--- src/rtl/baby_control_unit.sv ---
// Fetch/execute sequencer for the Baby datapath: steps CI_INC -> FETCH -> EXECUTE
// per instruction and decodes ALU, store and register-load strobes from state and FUNC.
module baby_control_unit #(
    parameter int COUNT_WIDTH = 16
) (
    input  logic                   CLK,
    input  logic                   RESET,
    input  logic                   RUN,
    input  logic                   STEP,
    input  logic [2:0]             FUNC,
    input  logic                   ACC_SIGN,
    output logic [1:0]             ALU_A_SEL,
    output logic                   ALU_B_SEL,
    output logic                   ALU_SUB,
    output logic                   ALU_OE_n,
    output logic                   MEM_ADDR_SEL,
    output logic                   MEM_WE_n,
    output logic                   ACC_OE_n,
    output logic                   CI_LOAD,
    output logic                   PI_LOAD,
    output logic                   ACC_LOAD,
    output logic                   STOPPED,
    output logic [COUNT_WIDTH-1:0] INSTR_COUNT
);

    localparam logic [1:0] A_ZERO = 2'd0;
    localparam logic [1:0] A_ACC  = 2'd1;
    localparam logic [1:0] A_CI   = 2'd2;

    localparam logic [2:0] F_JMP = 3'd0;
    localparam logic [2:0] F_JRP = 3'd1;
    localparam logic [2:0] F_LDN = 3'd2;
    localparam logic [2:0] F_STO = 3'd3;
    localparam logic [2:0] F_SUB = 3'd4;
    localparam logic [2:0] F_SBB = 3'd5;
    localparam logic [2:0] F_CMP = 3'd6;
    localparam logic [2:0] F_STP = 3'd7;

    typedef enum logic [1:0] {
        S_IDLE    = 2'd0,
        S_CI_INC  = 2'd1,
        S_FETCH   = 2'd2,
        S_EXECUTE = 2'd3
    } state_t;

    state_t                 r_state;
    state_t                 w_state_nxt;
    logic                   r_halt;
    logic                   w_halt_nxt;
    logic                   r_single;
    logic                   w_single_nxt;
    logic                   w_count_en;
    logic [COUNT_WIDTH-1:0] r_count;

    always_ff @(posedge CLK or posedge RESET) begin
        if (RESET) begin
            r_state  <= S_IDLE;
            r_halt   <= 1'b0;
            r_single <= 1'b0;
            r_count  <= '0;
        end else begin
            r_state  <= w_state_nxt;
            r_halt   <= w_halt_nxt;
            r_single <= w_single_nxt;
            if (w_count_en) begin
                r_count <= r_count + COUNT_WIDTH'(1);
            end
        end
    end

    always_comb begin
        w_state_nxt  = r_state;
        w_halt_nxt   = r_halt;
        w_single_nxt = r_single;
        w_count_en   = 1'b0;
        ALU_A_SEL    = A_ZERO;
        ALU_B_SEL    = 1'b0;
        ALU_SUB      = 1'b0;
        ALU_OE_n     = 1'b1;
        MEM_ADDR_SEL = 1'b0;
        MEM_WE_n     = 1'b1;
        ACC_OE_n     = 1'b1;
        CI_LOAD      = 1'b0;
        PI_LOAD      = 1'b0;
        ACC_LOAD     = 1'b0;

        case (r_state)
            S_IDLE: begin
                // A halted machine only restarts once RUN has been seen low.
                if (!RUN) begin
                    w_halt_nxt = 1'b0;
                end
                if (STEP || (RUN && !r_halt)) begin
                    w_state_nxt  = S_CI_INC;
                    w_single_nxt = STEP && !RUN;
                end
            end

            S_CI_INC: begin
                ALU_A_SEL   = A_CI;
                ALU_B_SEL   = 1'b1;
                ALU_OE_n    = 1'b0;
                CI_LOAD     = 1'b1;
                w_state_nxt = S_FETCH;
            end

            S_FETCH: begin
                PI_LOAD     = 1'b1;
                w_state_nxt = S_EXECUTE;
            end

            S_EXECUTE: begin
                case (FUNC)
                    F_JMP: begin
                        ALU_OE_n     = 1'b0;
                        MEM_ADDR_SEL = 1'b1;
                        CI_LOAD      = 1'b1;
                    end
                    F_JRP: begin
                        ALU_A_SEL    = A_CI;
                        ALU_OE_n     = 1'b0;
                        MEM_ADDR_SEL = 1'b1;
                        CI_LOAD      = 1'b1;
                    end
                    F_LDN: begin
                        ALU_SUB      = 1'b1;
                        ALU_OE_n     = 1'b0;
                        MEM_ADDR_SEL = 1'b1;
                        ACC_LOAD     = 1'b1;
                    end
                    F_STO: begin
                        MEM_ADDR_SEL = 1'b1;
                        ACC_OE_n     = 1'b0;
                        MEM_WE_n     = 1'b0;
                    end
                    F_SUB, F_SBB: begin
                        ALU_A_SEL    = A_ACC;
                        ALU_SUB      = 1'b1;
                        ALU_OE_n     = 1'b0;
                        MEM_ADDR_SEL = 1'b1;
                        ACC_LOAD     = 1'b1;
                    end
                    F_CMP: begin
                        // Negative accumulator skips the next instruction via CI+1.
                        if (ACC_SIGN) begin
                            ALU_A_SEL = A_CI;
                            ALU_B_SEL = 1'b1;
                            ALU_OE_n  = 1'b0;
                            CI_LOAD   = 1'b1;
                        end
                    end
                    F_STP: begin
                        w_halt_nxt = 1'b1;
                    end
                    default: begin
                        w_halt_nxt = r_halt;
                    end
                endcase

                w_count_en = 1'b1;
                if ((FUNC == F_STP) || !RUN || r_single) begin
                    w_state_nxt = S_IDLE;
                end else begin
                    w_state_nxt = S_CI_INC;
                end
            end

            default: begin
                w_state_nxt = S_IDLE;
            end
        endcase
    end

    assign STOPPED     = (r_state == S_IDLE);
    assign INSTR_COUNT = r_count;

endmodule

--- config.mk ---
export PLATFORM = sky130hd
export DESIGN_NAME = baby_control_unit
export DESIGN_NICKNAME = d
export VERILOG_FILES = /design/src/rtl/baby_control_unit.sv
export SDC_FILE = /design/constraint.sdc
export NUM_CORES = 1
export LEC_CHECK = 0
export ABC_AREA = 1
export CAP_MARGIN = 20
export CORE_MARGIN = 3
export CORE_UTILIZATION = 25
export DETAILED_ROUTE_END_ITERATION = 10
export PLACE_DENSITY = 0.53
export SETUP_SLACK_MARGIN = 0.05
export SYNTH_ARGS = -nofsm -noshare
export SYNTH_HDL_FRONTEND = slang
export SYNTH_SLANG_ARGS = --single-unit
--- constraint.sdc ---
create_clock -name CLK -period 1.6 [get_ports CLK]
set_input_delay 0.24 -clock CLK [delete_from_list [all_inputs] [get_ports CLK]]
set_output_delay 0.24 -clock CLK [all_outputs]
set_load 0.05 [all_outputs]
==> out/metrics.yaml, run 1 <==
timing:
  fin_crit_ns: 1.64
  worst_pin_slew_ns: 0.257
  rsz0062_at_grt: "yes"
  holdWs_ns: 0.302
  slew_violations: 0
  clock.fmax_ghz: 0.610
  finalClockSkew_ns: 0.00537
  slew_headroom_pct: 82.8
  fin_ws_ns: -0.0399
  hold_viol_final: 0
  setup_tns_ns: -0.0747
  setup_violations: 2
  finalCritPeriodShare_pct: 102
drt:
  vias_per_cell: 4.21
  drc_errors: 0
  dr.pass1.iters: 4
  wl_mm: 2.84
  ant_nets: 0
  vias: 1048
  wl_per_cell_um: 11.4
  drtIter0Drc: 60
clock_tree:
  cts_buffers: 3
  cts_tree: "built"
  clk_latency_ns: 0.26
  cts.hold.buffers_added: 0
  clock-root-buffer: "clkbuf_8"
  cts.sinks: 20
  cts_buffer_depth: 2
  htreeDepth: 1
  path_clk_slew_ns: 0.07
yosys:
  synth.avg_cell_area_sq_um: 8.09
  synth_top_cell_by_area: "dfrtp_1"
  seq_area_frac_synth_pct: 41.2
  synth-main-ff-cell: "dfrtp_1"
  synth_top_area_share_pct: 41.2
  synth_fp_nets: 163
  synth_area_sq_mm: 0.00121
  synth_common_cells: "36 x nand2_1, 26 x inv_1, 20 x dfrtp_1, 9 x nor2_1, 8 x xor2_1"
  synth-edff-count: 0
  synthCells: 150
  synth-seq-cells: 20
  ys_types: 25
  yosysWarnings: 0
  async_flop_share_pct: 100
  synthTopCellsByArea: "dfrtp_1 41%, nand2_1 11%, inv_1 8.0%, xor2_1 5.8%, ha_1 5.2%"
  yosysMostFrequentCell: "nand2_1"
min_path:
  hold_class: "input port to asynchronous set/reset pin"
floorplan:
  dieArea_sq_mm: 0.00573
  initial_core_util_pct: 26.9
  num_rows: 24
  chipWidth_um: 75.7
  placeableCoreArea_sq_mm: 0.00450
  ioPinCount: 36
  fp.dieH_um: 75.7
critical_path:
  r2r-end: "INSTR_COUNT[15]$_DFFE_PP0P_"
  worst-path-max-fanout: 3
  cp-end-kind: "output pin"
  path_class: "register to output pin"
  critPathLaunchType: "register"
  worstPathCellList: "buf_6, ha_4, nor2_4, a31oi_4, buf_12"
  r2r_cells: 9
  cpPeakStageDelay_ns: 0.42
  crit_required_ns: 1.36
  crit_slowest_cell: "dfrtp_1"
  r2r_slack_ns: 0.11
  cp.arrival_ns: 1.40
  rr_startpoint: "r_state[1]$_DFFE_PP0P_"
power:
  vdd_drop_max_v: 0.000648
  p_leak_uw: 0.000990
  p_per_area_mw_per_mm2: 1730
  finalPower_uw: 3420
final_layout:
  syn_to_final_growth_pct: 62.8
  finalNetCount: 211
  final_area_sq_mm: 0.00198
  drive_above_1_share_pct: 40.1
  diodes: 0
place:
  io_buffers: 35
  dp_hpwl_mm: 2.19
  place_area_sq_mm: 0.00176
  gp_congestion: 0.754
grt:
  grt_max_degree: 21
  grt_pass1_wl_mm: 4.75
  antenna_found_initial: 0
  gr-usage-met1_pct: 14.2
  grt-busiest-layer: "met2"
  grt_util_met2_pct: 18.2
  grtUsageTotal_pct: 10.8
  gr-usage-met3_pct: 2.77
  grt_overflow: 0
  grt_pass1_vias: 983
outcome:
  status: "finished, violations left"
  violations: "setup timing"
flow_run:
  maxCapViolCount: 0
-- cells in the final DEF (no fill, tap or decap) --
master           instances
nand2_1                 36
buf_4                   25
inv_1                   22
dfrtp_1                 18
buf_12                  12
xor2_1                   8
nor2_1                   6
nor2_4                   5
nand3_1                  5
nor2_2                   5
ha_4                     4
clkbuf_8                 4
clkdlybuf4s50_1          4
nand2_2                  3
inv_2                    3
a21oi_1                  3
o21ai_2                  3
xnor2_1                  3
dlygate4sd2_1            3
dfrtp_2                  2
nand2_4                  2
nor3_1                   2
nand3_2                  2
o21ai_0                  2
inv_4                    2
a31oi_4                  2
nor3_4                   2
buf_6                    2
nand3b_1                 1
o22ai_1                  1
o21bai_1                 1
a211oi_1                 1
nand4_1                  1
nand3_4                  1
ha_1                     1
-- worst max path at each step --
stage	from	slack (ns)	to	cells past startpoint
2_1_floorplan	r_state[1]$_DFFE_PP0P_	-0.24	ALU_A_SEL[1]	4
3_3_place_gp	FUNC[2]	-0.09	ALU_A_SEL[1]	6
3_5_place_dp	FUNC[2]	-0.12	CI_LOAD	6
4_1_cts	r_state[1]$_DFFE_PP0P_	-0.02	CI_LOAD	5
5_1_grt	r_state[1]$_DFFE_PP0P_	-0.08	CI_LOAD	5
6_report	r_state[0]$_DFFE_PP0P_	-0.04	CI_LOAD	5
-- per-layer routing --
layer  share of wire (%)  vias up  wire [um]
li1                    -      552          -
met1                  46      483       1300
met2                  52       13       1460
met3                 2.5        0         72
met4                   0        0          0
met5                   0        -          0
-- logic make-up after synthesis --
logic type	after synthesis	synth area share, %
DFF	20	41.2
buffers and inverters	30	10.5
xor gates and xnor gates	11	7.94
and+or+nand+nor	71	29.1
AOI/OAI and AO/OA	13	6.08
adders and majority gates	5	5.15
-- registers in the layout, indices dropped and copies added (netlist names) --
name / cells
r_state: 2
r_single: 1
r_halt: 1
INSTR_COUNT: 16
-- timing repair --
item                                    CTS  global route
gates resized for setup                  28             6
buffers inserted                          3             1
pin swaps                                 5             6
endpoints found under the setup margin   10            16
-- stage by stage --
step / utilization (%) / worst slack [ns] / cells
floorplan: - / -0.237 / 150
global placement: 39.1 / -0.0940 / 241
detailed placement: 39.1 / -0.122 / 241
CTS: 42.9 / -0.0215 / 248
global route: 43.9 / -0.0785 / 249
finish: 43.9 / -0.0399 / 249
-- worst max-delay path, delay by kind of cell (launching register included) --
kind	cells	cell delay [ns]
simple gates	1	0.19
buf+inv	2	0.30
compound gates	1	0.06
fa+ha+maj	1	0.18
flops	1	0.42
-- report_power, final --
group          switching (uW)  total [uW]  internal, uW  leakage [uW]
clock network             161         380           219     0.0000288
registers                 113         728           614      0.000263
logic                    1320        2310           990      0.000698
total                    1600        3420          1820      0.000990
-- layout make-up --
type	count	area, sq um
clock buffers	4	55.1
fillers	441	2530
inverters	27	106
multi-input cells	100	729
flip-flops and latches	20	503
well taps	52	65.1
repair buffers	46	517
Power figures use the tool's default switching activity.
==> inputs of run 2 (changes only) <==
--- a/config.mk
+++ b/config.mk
@@ -10,7 +10,9 @@
 export CORE_MARGIN = 3
 export CORE_UTILIZATION = 25
 export DETAILED_ROUTE_END_ITERATION = 10
-export PLACE_DENSITY = 0.53
+export DONT_BUFFER_PORTS = 1
+export GPL_ROUTABILITY_DRIVEN = 0
+export PLACE_DENSITY = 0.43
 export SETUP_SLACK_MARGIN = 0.05
 export SYNTH_ARGS = -nofsm -noshare
 export SYNTH_HDL_FRONTEND = slang
==> run 2 against run 1 <==
Net effect: the run still ends with setup timing left; sequential power is 1% higher; combinational power fell by 19%; register-to-register slack is essentially flat; sequential share of layout area is 3.2 points higher; largest power group unchanged; highest routed layer is now met4.
==> out/metrics.yaml, run 2 (same netlist as run 1, synthesis figures left out) <==
outcome:
  status: "finished, violations left"
  violations: "setup timing"
power:
  finalPower_uw: 3110  # -9.1%
  p_per_area_mw_per_mm2: 1770  # +2.2%
  p_leak_uw: 0.000937  # -5.4%
  vdd_drop_max_v: 0.000760  # +17%
floorplan:
  fp.dieH_um: 75.7  # unchanged
  chipWidth_um: 75.7  # unchanged
  placeableCoreArea_sq_mm: 0.00450  # unchanged
  ioPinCount: 36  # unchanged
  dieArea_sq_mm: 0.00573  # unchanged
  num_rows: 24  # unchanged
  initial_core_util_pct: 26.9  # unchanged
drt:
  dr.pass1.iters: 4  # unchanged
  drc_errors: 0  # unchanged
  ant_nets: 0  # unchanged
  drtIter0Drc: 46  # -23%
  vias: 1049  # +0.095%
  vias_per_cell: 4.33  # +3.0%
  wl_mm: 2.81  # -1.1%
  wl_per_cell_um: 11.6  # +1.8%
critical_path:
  critPathLaunchType: "register"
  worst-path-max-fanout: 3  # unchanged
  critPathCapture: "ALU_A_SEL[1]"
  rr_startpoint: "r_state[0]$_DFFE_PP0P_"
  r2r_cells: 10  # +1
  path_class: "register to output pin"
  r2r-end: "INSTR_COUNT[12]$_DFFE_PP0P_"
  cp.arrival_ns: 1.38  # -0.02 ns
  startpoint: "r_state[1]$_DFFE_PP0P_"
  cp-end-kind: "output pin"
  r2r_slack_ns: 0.12  # about the same
  crit_required_ns: 1.36  # about the same
clock_tree:
  cts_buffers: 3  # unchanged
  cts.sinks: 20  # unchanged
  cts_tree: "built"
  clk_latency_ns: 0.26  # about the same
  cts_buffer_depth: 2  # unchanged
  clock-root-buffer: "clkbuf_8"
  path_clk_slew_ns: 0.07  # about the same
  htreeDepth: 1  # unchanged
timing:
  finalCritPeriodShare_pct: 102  # -0.95 points
  finalClockSkew_ns: 0.00798  # +0.00260 ns
  hold_viol_final: 0  # unchanged
  clock.fmax_ghz: 0.615  # +0.93%
  fin_crit_ns: 1.62  # -0.0152 ns
  setup_violations: 3  # +1
  worst_pin_slew_ns: 0.531  # +0.274 ns
  rsz0062_at_grt: "yes"
  slew_headroom_pct: 64.6  # -18 points
  slew_violations: 0  # unchanged
  fin_ws_ns: -0.0247  # +0.0152 ns
grt:
  grt_util_met2_pct: 17.6  # -0.58 points
  gr-usage-met3_pct: 3.43  # +0.66 points
  grt_overflow: 0  # unchanged
  grt_pass1_wl_mm: 4.50  # -5.2%
  antenna_found_initial: 0  # unchanged
  grt_pass1_vias: 981  # -0.20%
  grt_max_degree: 15  # -29%
  grt-busiest-layer: "met2"
  grtUsageTotal_pct: 10.4  # -0.44 points
  gr-usage-met1_pct: 12.5  # -1.7 points
final_layout:
  n_fill_cell: 475  # +7.7%
  drive_above_1_share_pct: 36.3  # -3.8 points
  final_common_cell: "nand2_1"
  syn_to_final_growth_pct: 44.8
  finalNetCount: 204  # -3.3%
  layout_common_cells: "35 x nand2_1, 30 x buf_4, 24 x inv_1"
  largest_reg_flops: 16  # unchanged
  diodes: 0  # unchanged
place:
  dp_hpwl_mm: 2.18  # -0.65%
  io_buffers: 0  # -100%
  post-place-ws_ns: 0.106  # +0.228 ns
min_path:
  min_from: "FUNC[2]"
  hold_class: "input port to register"
flow_run:
  maxCapViolCount: 0  # unchanged
run 2: what timing repair did:
action / in CTS / in global routing
hold buffers: 1 / 0
gates resized for setup: 11 / 12
pin swaps: 2 / 8
hold endpoints to repair: 6 / 0
setup buffers: 3 / 5
setup endpoints to repair: 11 / 15
run 2: critical path: stages, from the launching register on:
cell     delay, ns
dfrtp_2       0.45
inv_4         0.08
ha_4          0.15
inv_2         0.04
a31oi_1       0.17
buf_4         0.23
run 2: area by class of cell:
cell class / count / area, sq um / share of cell area [%]
multi-input cells: 100 / 667 / 37.9
flip-flops and latches: 20 / 504 / 28.7
repair buffers: 39 / 347 / 19.7
inverters: 27 / 104 / 5.91
well taps: 52 / 65.1 / 3.70
clock buffers: 3 / 41.3 / 2.35
clock inverters: 1 / 30.0 / 1.71
run 2: how the worst min path moves through the flow:
stage                                              to  slack [ns]  cells after the start
after floorplan           INSTR_COUNT[10]$_DFFE_PP0P_        0.20                      1
after global placement         r_state[0]$_DFFE_PP0P_        0.10                      1
after detailed placement         r_single$_DFFE_PP0P_        0.10                      1
after CTS                          r_halt$_DFFE_PP0P_        0.16                      2
after global routing               r_halt$_DFFE_PP0P_        0.16                      2
final                              r_halt$_DFFE_PP0P_        0.16                      2
run 2: power breakdown:
group	switching (uW)	internal [uW]
clock network	177	334
logic	1160	702
registers	120	617
total	1460	1650
run 2: stage by stage:
| step | TNS [ns] | cell area (sq um) | hold slack (ns) | std cells | util, % |
|---|---|---|---|---|---|
| 6_report | -0.0450 | 1760 | 0.160 | 242 | 39.0 |
| 5_1_grt | -0.519 | 1760 | 0.164 | 242 | 39.0 |
| 4_1_cts | -0.264 | 1680 | 0.156 | 237 | 37.2 |
| 3_5_place_dp | 0 | 1530 | 0.103 | 229 | 33.9 |
| 3_3_place_gp | 0 | 1530 | 0.102 | 229 | 33.9 |
| 2_1_floorplan | -1.26 | 1240 | 0.204 | 150 | - |
run 2: per-layer routing:
metal,share of wire (%),routed length [um]
met1,44,1240
met2,50,1400
met3,4.9,138
met4,0.86,24
met5,0,0
==> inputs of run 3 (changes only) <==
--- a/config.mk
+++ b/config.mk
@@ -8,11 +8,12 @@
 export ABC_AREA = 1
 export CAP_MARGIN = 20
 export CORE_MARGIN = 3
-export CORE_UTILIZATION = 25
+export CORE_UTILIZATION = 40
+export CTS_CLUSTER_SIZE = 16
 export DETAILED_ROUTE_END_ITERATION = 10
 export DONT_BUFFER_PORTS = 1
 export GPL_ROUTABILITY_DRIVEN = 0
-export PLACE_DENSITY = 0.43
+export PLACE_DENSITY = 0.57
 export SETUP_SLACK_MARGIN = 0.05
 export SYNTH_ARGS = -nofsm -noshare
 export SYNTH_HDL_FRONTEND = slang
==> run 3 against run 2 <==
Net effect: the flow still finishes with violations (setup timing); worst hold slack got worse by 0.045 ns; via count up 2.1%; setup slack got worse by 0.059 ns; largest cell class unchanged.
==> out/metrics.yaml, run 3 (same netlist as run 1, synthesis figures left out) <==
flow_run:
  maxCapViolCount: 0  # unchanged
grt:
  grt_pass1_wl_mm: 4.41  # -2.0%
  grt_pass1_vias: 987  # +0.61%
  grt_overflow: 0  # unchanged
  grtUsageTotal_pct: 16.1  # +5.7 points
  grt_max_degree: 21  # +6
  antenna_found_initial: 0  # unchanged
place:
  io_buffers: 0  # unchanged
  dp_hpwl_mm: 2.02  # -7.3%
  post-place-ws_ns: 0.106  # -0.000144 ns
final_layout:
  diodes: 0  # unchanged
  finalCoreUtilization_pct: 58.6  # +20 points
  finalNetCount: 200  # -2.0%
  drive_above_1_share_pct: 34.9  # -1.4 points
  largest_reg_flops: 16  # unchanged
  n_fill_cell: 252  # -47%
  multiInputGateArea_sq_um: 659  # -1.1%
  layout_common_cells: "36 x nand2_1, 26 x buf_4, 23 x inv_1"
  seqCellArea_sq_um: 504  # unchanged
  final_common_cell: "nand2_1"
  syn_to_final_growth_pct: 36.7
timing:
  fin_ws_ns: -0.0837  # -0.0590 ns
  setup_tns_ns: -0.386  # -0.341 ns
  clock.fmax_ghz: 0.594  # -3.5%
  worst_pin_slew_ns: 0.506  # -0.0247 ns
  holdWs_ns: 0.115  # -0.0453 ns
  finalCritPeriodShare_pct: 105  # +3.7 points
  fin_crit_ns: 1.68  # +0.0590 ns
  finalClockSkew_ns: 0.00766  # -0.000318 ns
  slew_headroom_pct: 66.3  # +1.6 points
  rsz0062_at_grt: "yes"
  setup_violations: 8  # +5
  slew_violations: 0  # unchanged
  hold_viol_final: 0  # unchanged
power:
  finalPower_uw: 2910  # -6.3%
  p_leak_uw: 0.000887  # -5.3%
  vdd_drop_max_v: 0.00103  # +36%
  p_per_area_mw_per_mm2: 1760  # -0.72%
clock_tree:
  clock-root-buffer: "clkbuf_4"
  clk_latency_ns: 0.31  # +0.05 ns
  cts.sinks: 20  # unchanged
  path_clk_slew_ns: 0.11  # +0.04 ns
  cts_tree: "built"
  htreeDepth: 1  # unchanged
  cts_buffers: 3  # unchanged
  cts_buffer_depth: 2  # unchanged
min_path:
  hold_class: "input port to register"
floorplan:
  initial_core_util_pct: 42.9  # +16 points
  ioPinCount: 36  # unchanged
  chipWidth_um: 61.1  # -19%
  dieArea_sq_mm: 0.00373  # -35%
  num_rows: 19  # -21%
  fp.dieH_um: 61.1  # -19%
  placeableCoreArea_sq_mm: 0.00283  # -37%
drt:
  wl_per_cell_um: 12.4  # +7.0%
  drtIter0Drc: 43  # -6.5%
  dr.pass1.iters: 6  # +2
  ant_nets: 0  # unchanged
  wl_mm: 2.69  # -4.1%
  vias: 1071  # +2.1%
  drc_errors: 0  # unchanged
  vias_per_cell: 4.94  # +14%
critical_path:
  crit_required_ns: 1.36  # about the same
  cp.arrival_ns: 1.44  # +0.06 ns
  path_class: "register to output pin"
  cp-end-kind: "output pin"
  critPathLaunchType: "register"
  worst-path-max-fanout: 5  # +2
outcome:
  status: "finished, violations left"
  violations: "setup timing"
[run 3: worst paths after layout]
check / startpoint / endpoint / slack, ns / cells past startpoint
max: r_state[1]$_DFFE_PP0P_ / ALU_B_SEL / -0.08 / 4
min: FUNC[2] / r_halt$_DFFE_PP0P_ / 0.11 / 2
max reg2reg: r_state[0]$_DFFE_PP0P_ / INSTR_COUNT[15]$_DFFE_PP0P_ / 0.15 / 9
min reg2reg: INSTR_COUNT[7]$_DFFE_PP0P_ / INSTR_COUNT[7]$_DFFE_PP0P_ / 0.53 / 1
max in group asynchronous: RESET / r_state[1]$_DFFE_PP0P_ / 0.98 / 3
min in group asynchronous: RESET / INSTR_COUNT[11]$_DFFE_PP0P_ / 0.38 / 3
[run 3: final cells by class]
type                            count  share of cell area (%)
Multi-Input combinational cell    100                    39.7
Sequential cell                    20                    30.4
Timing Repair Buffer               35                    19.1
Inverter                           27                    6.26
Tap cell                           31                    2.34
Clock buffer                        4                    2.19
[run 3: where the power goes]
group	internal (uW)	total, uW	switching, uW
combinational	695	1880	1180
sequential	616	728	112
clock	139	307	168
total	1450	2910	1460
[run 3: repair_timing]
action                                 in CTS  in global routing
gates resized for setup                    18                  3
endpoints found under the hold margin      20                  0
hold buffers                                1                  0
buffers inserted                            4                  1
pin swaps                                   5                  2
setup endpoints to repair                  12                 14
gates cloned                                0                  0
[run 3: through the flow]
stage,cell area [sq um],std cells
after detailed placement,1490,207
final,1660,217
after floorplan,1240,150
after global routing,1660,217
after CTS,1640,216
after global placement,1490,207
[run 3: critical path, cell delays in order, from the launching register on]
cell	delay, ns
dfrtp_2	0.46
ha_4	0.18
inv_1	0.19
o21ai_1	0.12
buf_4	0.20
[run 3: metal layers]
| metal | share of wire [%] | global-route usage (%) | routed length (um) | vias up |
|---|---|---|---|---|
| met3 | 5.4 | 4.40 | 144 | 6 |
| met4 | 1.3 | 4.64 | 34 | 0 |
| met5 | 0 | 0 | 0 | - |
| li1 | - | - | - | 531 |
| met1 | 45 | 21.5 | 1210 | 500 |
| met2 | 48 | 25.5 | 1300 | 34 |
